===== config.mk =====
export PLATFORM = sky130hd
export DESIGN_NAME = sd2bin_otf_converter_flat
export DESIGN_NICKNAME = d
export VERILOG_FILES = /design/src/rtl/sd2bin_otf_converter_pkg.sv /design/src/rtl/sd2bin_otf_converter_if.sv /design/src/rtl/sd2bin_otf_converter_digit_update.sv /design/src/rtl/sd2bin_otf_converter.sv /design/src/flat_wrapper.sv
export SDC_FILE = /design/constraint.sdc
export NUM_CORES = 1
export LEC_CHECK = 0
export ABC_AREA = 1
export CAP_MARGIN = 15
export CORE_MARGIN = 2
export CORE_UTILIZATION = 40
export CTS_BUF_LIST = sky130_fd_sc_hd__clkbuf_8
export DETAILED_ROUTE_END_ITERATION = 10
export GPL_TIMING_DRIVEN = 0
export SLEW_MARGIN = 5
export SYNTH_ARGS = -nofsm -noshare
export SYNTH_HDL_FRONTEND = slang
export SYNTH_SLANG_ARGS = --single-unit

===== constraint.sdc =====
create_clock -name clk -period 2.9 [get_ports clk]
set_input_delay 0.29 -clock clk [delete_from_list [all_inputs] [get_ports clk]]
set_output_delay 0.29 -clock clk [all_outputs]
set_load 0.01 [all_outputs]

===== src/rtl/sd2bin_otf_converter_pkg.sv =====
// ---------------------------------------------------------------------------
// sd_pkg
// Shared encodings for the signed-digit to binary on-the-fly converter.
//   digit_t     : one radix-2 signed digit packed as {p, n}
//   DIGIT_*     : digit encodings (p=n=1 is also treated as zero)
//   ST_*        : converter state encoding
//   cnt_width() : width of the digit counter for a given word length
// ---------------------------------------------------------------------------
package sd_pkg;

    typedef logic [1:0] digit_t;

    localparam digit_t DIGIT_POS  = 2'b10;
    localparam digit_t DIGIT_ZERO = 2'b00;
    localparam digit_t DIGIT_NEG  = 2'b01;

    localparam logic [0:0] ST_IDLE = 1'b0;
    localparam logic [0:0] ST_ACC  = 1'b1;

    // Counter must hold the value no_of_digits itself.
    function automatic int cnt_width(input int n);
        return (n < 1) ? 1 : $clog2(n + 1);
    endfunction

endpackage


===== src/rtl/sd2bin_otf_converter_if.sv =====
// ---------------------------------------------------------------------------
// sd2bin_otf_converter_if
// Digit stream in, converted word out.
//   in_valid  : digit presented this cycle
//   in_first  : qualifies in_valid, marks the most significant digit
//   din_p/n   : signed digit, {p,n} = 10 -> +1, 01 -> -1, equal -> 0
//   result    : two's-complement value of the last completed word
//   out_valid : one-cycle pulse when result updates
//   busy      : a word is partially accepted
// Modports: master drives digits (producer), slave is the converter.
// ---------------------------------------------------------------------------
interface sd2bin_otf_converter_if #(
    parameter int no_of_digits = 8
) ();

    logic                    in_valid;
    logic                    in_first;
    logic                    din_p;
    logic                    din_n;
    logic [no_of_digits:0]   result;
    logic                    out_valid;
    logic                    busy;

    modport master (
        output in_valid, in_first, din_p, din_n,
        input  result, out_valid, busy
    );

    modport slave (
        input  in_valid, in_first, din_p, din_n,
        output result, out_valid, busy
    );

endinterface


===== src/rtl/sd2bin_otf_converter_digit_update.sv =====
// ---------------------------------------------------------------------------
// otf_digit_update
// Combinational on-the-fly conversion step. Appends one signed digit to the
// pair (Q, QM = Q-1) using only selection and concatenation, so no carry
// chain exists regardless of word length.
//   q_i, qm_i         : current Q and QM
//   din_p_i, din_n_i  : digit to append
//   q_o, qm_o         : updated Q and QM
// ---------------------------------------------------------------------------
module otf_digit_update
    import sd_pkg::*;
#(
    parameter int W = 9
) (
    input  logic signed [W-1:0] q_i,
    input  logic signed [W-1:0] qm_i,
    input  logic                din_p_i,
    input  logic                din_n_i,
    output logic signed [W-1:0] q_o,
    output logic signed [W-1:0] qm_o
);

    // The MSBs are shifted out; the value always fits in W bits.
    logic unused_msb;
    assign unused_msb = q_i[W-1] ^ qm_i[W-1];

    always_comb begin
        // Zero digit (either encoding): Q = 2Q, QM = 2QM + 1
        q_o  = {q_i[W-2:0], 1'b0};
        qm_o = {qm_i[W-2:0], 1'b1};
        case (digit_t'({din_p_i, din_n_i}))
            DIGIT_POS: begin
                q_o  = {q_i[W-2:0], 1'b1};
                qm_o = {q_i[W-2:0], 1'b0};
            end
            DIGIT_NEG: begin
                // 2Q - 1 == 2(Q-1) + 1, so the new Q comes from QM
                q_o  = {qm_i[W-2:0], 1'b1};
                qm_o = {qm_i[W-2:0], 1'b0};
            end
            default: begin
            end
        endcase
    end

endmodule


===== src/rtl/sd2bin_otf_converter.sv =====
// ---------------------------------------------------------------------------
// sd2bin_otf_converter
// Converts an MSD-first stream of radix-2 signed digits into a two's-
// complement integer of no_of_digits+1 bits by on-the-fly conversion.
//   clk : clock, rising edge
//   rst : asynchronous, active-high reset
//   bus : sd2bin_otf_converter_if slave (digits in, result/out_valid/busy out)
// A digit with in_first always starts a fresh word, abandoning any partial
// one. The result registers on the edge that accepts the last digit and
// out_valid pulses in the following cycle, during which the next word's
// first digit may already be presented.
// ---------------------------------------------------------------------------
module sd2bin_otf_converter
    import sd_pkg::*;
#(
    parameter int no_of_digits = 8
) (
    input  logic                  clk,
    input  logic                  rst,
    sd2bin_otf_converter_if.slave bus
);

    localparam int W     = no_of_digits + 1;
    localparam int CNT_W = cnt_width(no_of_digits);

    localparam logic [CNT_W-1:0] CNT_ONE  = CNT_W'(1);
    localparam logic [CNT_W-1:0] CNT_LAST = CNT_W'(no_of_digits);

    logic [0:0]          state_q, state_d;
    logic [CNT_W-1:0]    cnt_q, cnt_d;
    logic signed [W-1:0] q_q, q_d;
    logic signed [W-1:0] qm_q, qm_d;
    logic signed [W-1:0] result_q, result_d;
    logic                out_valid_q, out_valid_d;

    logic                start;
    logic                accept;
    logic signed [W-1:0] q_src, qm_src;
    logic signed [W-1:0] q_upd, qm_upd;

    assign start  = bus.in_valid & bus.in_first;
    assign accept = start | (bus.in_valid & (state_q == ST_ACC));

    // A new word starts from Q = 0, QM = -1 regardless of held state.
    assign q_src  = start ? '0 : q_q;
    assign qm_src = start ? '1 : qm_q;

    otf_digit_update #(
        .W (W)
    ) u_digit_update (
        .q_i     (q_src),
        .qm_i    (qm_src),
        .din_p_i (bus.din_p),
        .din_n_i (bus.din_n),
        .q_o     (q_upd),
        .qm_o    (qm_upd)
    );

    always_comb begin
        state_d     = state_q;
        cnt_d       = cnt_q;
        q_d         = q_q;
        qm_d        = qm_q;
        result_d    = result_q;
        out_valid_d = 1'b0;
        if (accept) begin
            q_d   = q_upd;
            qm_d  = qm_upd;
            cnt_d = start ? CNT_ONE : cnt_q + CNT_ONE;
            if (cnt_d == CNT_LAST) begin
                state_d     = ST_IDLE;
                cnt_d       = '0;
                result_d    = q_upd;
                out_valid_d = 1'b1;
            end else begin
                state_d = ST_ACC;
            end
        end
    end

    always_ff @(posedge clk or posedge rst) begin
        if (rst) begin
            state_q     <= ST_IDLE;
            cnt_q       <= '0;
            q_q         <= '0;
            qm_q        <= '1;
            result_q    <= '0;
            out_valid_q <= 1'b0;
        end else begin
            state_q     <= state_d;
            cnt_q       <= cnt_d;
            q_q         <= q_d;
            qm_q        <= qm_d;
            result_q    <= result_d;
            out_valid_q <= out_valid_d;
        end
    end

    assign bus.result    = result_q;
    assign bus.out_valid = out_valid_q;
    assign bus.busy      = (state_q == ST_ACC);

endmodule


===== src/flat_wrapper.sv =====
// flat-port wrapper written by rule: the top's interface ports become plain ports
module sd2bin_otf_converter_flat import sd_pkg::*;
#(
    parameter int no_of_digits = 8
)
  (clk, rst, bus_in_valid, bus_in_first, bus_din_p, bus_din_n, bus_result, bus_out_valid, bus_busy);
  sd2bin_otf_converter_if #(.no_of_digits(no_of_digits)) bus_i ();
  input  logic clk;
  input  logic rst;
  input wire logic [$bits(bus_i.in_valid)-1:0] bus_in_valid;
  input wire logic [$bits(bus_i.in_first)-1:0] bus_in_first;
  input wire logic [$bits(bus_i.din_p)-1:0] bus_din_p;
  input wire logic [$bits(bus_i.din_n)-1:0] bus_din_n;
  output wire logic [$bits(bus_i.result)-1:0] bus_result;
  output wire logic [$bits(bus_i.out_valid)-1:0] bus_out_valid;
  output wire logic [$bits(bus_i.busy)-1:0] bus_busy;
  assign bus_i.in_valid = bus_in_valid;
  assign bus_i.in_first = bus_in_first;
  assign bus_i.din_p = bus_din_p;
  assign bus_i.din_n = bus_din_n;
  assign bus_result = bus_i.result;
  assign bus_out_valid = bus_i.out_valid;
  assign bus_busy = bus_i.busy;
  sd2bin_otf_converter #(.no_of_digits(no_of_digits)) u_core (.clk(clk), .rst(rst), .bus(bus_i));
endmodule

==> parameters.txt <==
Parameter                              Value

Yosys
  Yosys Warn Count    0
  Count of mapped cells out of synthesis    209
  Net Count, Synth    218
  Unique masters post-synth    23
  Mean cell area of the mapped netlist    7.88 um^2
  Sequential element share of the synthesized area    0.477
  Synthesis-stage register bit count    31
  Combined area of all synthesized cells    1650 um^2

Critical path
  Capture point of the worst reg-to-reg path    u_core.bus.result[5]$_DFFE_PP0P_
  Maximum single-stage delay on the critical path    0.48 ns
  Slowest-stage cell, CP    sky130_fd_sc_hd__clkdlybuf4s50_1
  Minimum setup slack among reg-to-reg paths    1.22 ns
  Arrival time worst endpoint    2.05 ns
  Most numerous cell on the critical path    sky130_fd_sc_hd__nand2_1
  Top Family by Delay on Critical Path    simple AND/OR/NAND/NOR gates
  Origin of the critical flop-to-flop path    u_core.cnt_q[0]$_DFFE_PP0N_
  R2R cell count    6
  Crit path capture type    flop
  Worst Setup Start Kind    input port
  Number of buffer and inverter stages on the critical path    2
  Cell-by-cell listing of the critical path    clkdlybuf4s50_1, inv_1, ha_1, nor2_1, nand2_1, a21oi_1, nand2_1, nand2_1
  Worst path required time    3.12 ns
  Maximum fanout along the worst path    8
  Critical path class    input port to flop

Power and ir drop
  Worst vdd rail ir drop    0.333 mV
  Leakage power    0.00103 uW
  PD cells    772 nW/um^2

Timing
  Setup repair after global routing missed its margin    false
  Count of final hold-check violations    0
  Worst slew margin relative to its limit    0.623
  Worst clock skew on the final layout    0.00554 ns
  Final critical delay including setup and external delays    1.82 ns
  Sum of negative setup slack    0 ns
  Fmax    548 MHz
  Worst path setup slack after routing    1.08 ns
  Final hold slack    0.350 ns
  Pin slew with the least headroom to its limit    0.565 ns
  Final-report max-slew violation count    0
  Endpoints failing setup    0
  Final period util    0.629

Place
  Placement-stage worst setup slack    0.806 ns
  IO buf count    16
  Half-perimeter wire length after placement    2.55 mm
  Final weighted congestion in routability-driven placement    0.864
  Number of placed cells counting well taps    276

Die
  Horizontal die dimension    68.2 um
  Starting density of the core    0.415
  # rows    23
  CORE AREA    3970 um^2
  Number of I/O pins    17
  Height of the die    68.2 um
  Area of the die    4650 um^2

CTS
  TritonCTS Buffers    5
  H-tree levels    2
  Sinks on Clock Net    31
  Resized cells post-CTS    0
  CTS max path bufs    2
  Skew-Pair Late Insertion Delay    0.29 ns
  Root Buffer    sky130_fd_sc_hd__clkbuf_8
  Count of hold buffers inserted by post-cts repair    0
  Clock transition at the registers of the reported paths    0.07 ns
  Number of buffers inserted to repair setup after CTS    0
  CTS tree    done

Layout
  Fillers    392
  Sequential cell area    786 um^2
  Signed area change from the synthesized netlist to the final layout    21.3%
  Share of post-route cells with drive strength above 1    0.137
  Layout net count    242
  Total area of multi-input combinational cells    728 um^2
  Non-filler instance count after layout    284
  Number of diodes    0

Outcome
  Outcome    finished clean

GRT
  Global-route wire length before repair    5.87 mm
  Total gr overflow    0
  Initial antenna violation count    0
  Number of global-route vias before repair    1,251
  Largest net degree at the start of global routing    20
  GRT Overall Usage    0.173

Flow run
  Maxcap violations    0

Detailed routing
  Antenna Nets Post-Route    0
  DRC violations left    0
  Overall routed net length    3.36 mm
  Initial DRT Pass Iterations    4
  Overall via count from detail_route    1,380
  Number of DRC violations after detailed-routing iteration 0    87
  Routed length per placed instance    11.8 um
  Post-DR vias/cell    4.86

Min path
  Classification of the worst-slack hold path    input port to async pin
-- cell usage in the layout, fill, tap and decap left out --
master | synthesis | routed
sky130_fd_sc_hd__nor2_1 | 15 | 15
sky130_fd_sc_hd__o21bai_1 | 1 | 1
sky130_fd_sc_hd__a21oi_1 | 12 | 12
sky130_fd_sc_hd__nand4_1 | 8 | 8
sky130_fd_sc_hd__nand3_1 | 12 | 12
sky130_fd_sc_hd__nand3_4 | 1 | 1
sky130_fd_sc_hd__nor2_8 | 1 | 1
sky130_fd_sc_hd__clkdlybuf4s50_1 | 0 | 16
sky130_fd_sc_hd__nor2_4 | 1 | 1
sky130_fd_sc_hd__buf_2 | 4 | 4
sky130_fd_sc_hd__nand2_1 | 75 | 75
sky130_fd_sc_hd__nand2b_1 | 1 | 1
sky130_fd_sc_hd__ha_1 | 3 | 3
sky130_fd_sc_hd__o21ai_0 | 8 | 8
sky130_fd_sc_hd__dfrtp_1 | 23 | 23
sky130_fd_sc_hd__buf_6 | 2 | 2
sky130_fd_sc_hd__inv_2 | 2 | 2
sky130_fd_sc_hd__inv_1 | 22 | 23
sky130_fd_sc_hd__buf_16 | 0 | 1
sky130_fd_sc_hd__nand2_4 | 2 | 2
sky130_fd_sc_hd__clkbuf_8 | 0 | 7
sky130_fd_sc_hd__a22oi_1 | 2 | 2
sky130_fd_sc_hd__nand3b_2 | 1 | 1
sky130_fd_sc_hd__nand2_2 | 2 | 2
sky130_fd_sc_hd__a31oi_1 | 3 | 3
sky130_fd_sc_hd__dfstp_2 | 8 | 8
-- flip-flops by register name (all words and copies together), names as in the netlist --
| name | flops |
|---|---|
| u_core.bus.result | 9 |
| u_core.q_q | 8 |
| u_core.qm_q | 8 |
| u_core.cnt_q | 4 |
| u_core.bus.busy | 1 |
| u_core.bus.out_valid | 1 |
-- stage by stage --
stage | cell area (um^2) | util | power (uW)
after floorplan | 1650 | - | 994
after global placement | 1870 | 0.471 | 1170
after detailed placement | 1900 | 0.478 | 1180
after CTS | 2000 | 0.503 | 1560
after global routing | 2000 | 0.503 | 1670
final | 2000 | 0.503 | 1540
-- cells by family after synthesis --
logic type,share of synthesized area
AND/OR/NAND/NOR,0.334
flip-flops,0.477
buffers and inverters,0.0805
AO/OA/AOI/OAI,0.0859
adder cells (fa/ha/maj),0.0228
-- synthesized netlist by cell type --
cell type,n,area [um^2]
sky130_fd_sc_hd__nand3_1,12,60.1
sky130_fd_sc_hd__nand3b_2,1,11.3
sky130_fd_sc_hd__nand2_2,2,12.5
sky130_fd_sc_hd__o21ai_0,8,40.0
sky130_fd_sc_hd__a22oi_1,2,15.0
sky130_fd_sc_hd__nor2_8,1,20.0
sky130_fd_sc_hd__a31oi_1,3,18.8
sky130_fd_sc_hd__dfstp_2,8,210
sky130_fd_sc_hd__o21bai_1,1,7.51
sky130_fd_sc_hd__nand2_4,2,22.5
sky130_fd_sc_hd__nand4_1,8,50.1
sky130_fd_sc_hd__nand2b_1,1,6.26
sky130_fd_sc_hd__nand3_4,1,17.5
sky130_fd_sc_hd__inv_1,22,82.6
sky130_fd_sc_hd__inv_2,2,7.51
sky130_fd_sc_hd__ha_1,3,37.5
sky130_fd_sc_hd__nor2_4,1,11.3
sky130_fd_sc_hd__a21oi_1,12,60.1
sky130_fd_sc_hd__dfrtp_1,23,576
sky130_fd_sc_hd__nand2_1,75,282
sky130_fd_sc_hd__buf_2,4,20.0
sky130_fd_sc_hd__nor2_1,15,56.3
sky130_fd_sc_hd__buf_6,2,22.5
-- how the worst max path moves through the flow --
stage                                startpoint  cells after the start  slack [ns]                          endpoint
global route                          bus_din_n                      8        0.93  u_core.bus.result[2]$_DFFE_PP0P_
global placement                      bus_din_n                      8        0.79  u_core.bus.result[5]$_DFFE_PP0P_
finish                                bus_din_n                      8        1.08  u_core.bus.result[2]$_DFFE_PP0P_
CTS                                   bus_din_n                      8        1.10  u_core.bus.result[2]$_DFFE_PP0P_
floorplan           u_core.cnt_q[0]$_DFFE_PP0N_                      6        1.37  u_core.bus.result[1]$_DFFE_PP0P_
detailed placement                    bus_din_n                      8        0.81  u_core.bus.result[2]$_DFFE_PP0P_
-- where the power goes --
part / total, uW / internal (uW) / leakage (uW) / switching [uW]
clock: 370 / 213 / 0.0000557 / 157
combinational: 524 / 229 / 0.000593 / 294
sequential: 648 / 576 / 0.000382 / 72.6
total: 1540 / 1020 / 0.00103 / 524
-- per-layer routing --
metal  vias up  global-route usage  share of wire
met3         2              0.0592          0.044
li1        714                   -              -
met4         0              0.0675         0.0063
met1       636               0.238           0.51
met2        28               0.250           0.44
met5         -                   0              0
-- cell type report --
class	instances	area share
plain buffers	6	0.0213
clock buffers	7	0.0482
clock inverters	1	0.00188
inverters	24	0.0451
multi-input cells	148	0.365
flip-flops and latches	31	0.393
well taps	50	0.0313
repair buffers	17	0.0940
Note: power is estimated with default switching activity, not from simulation.
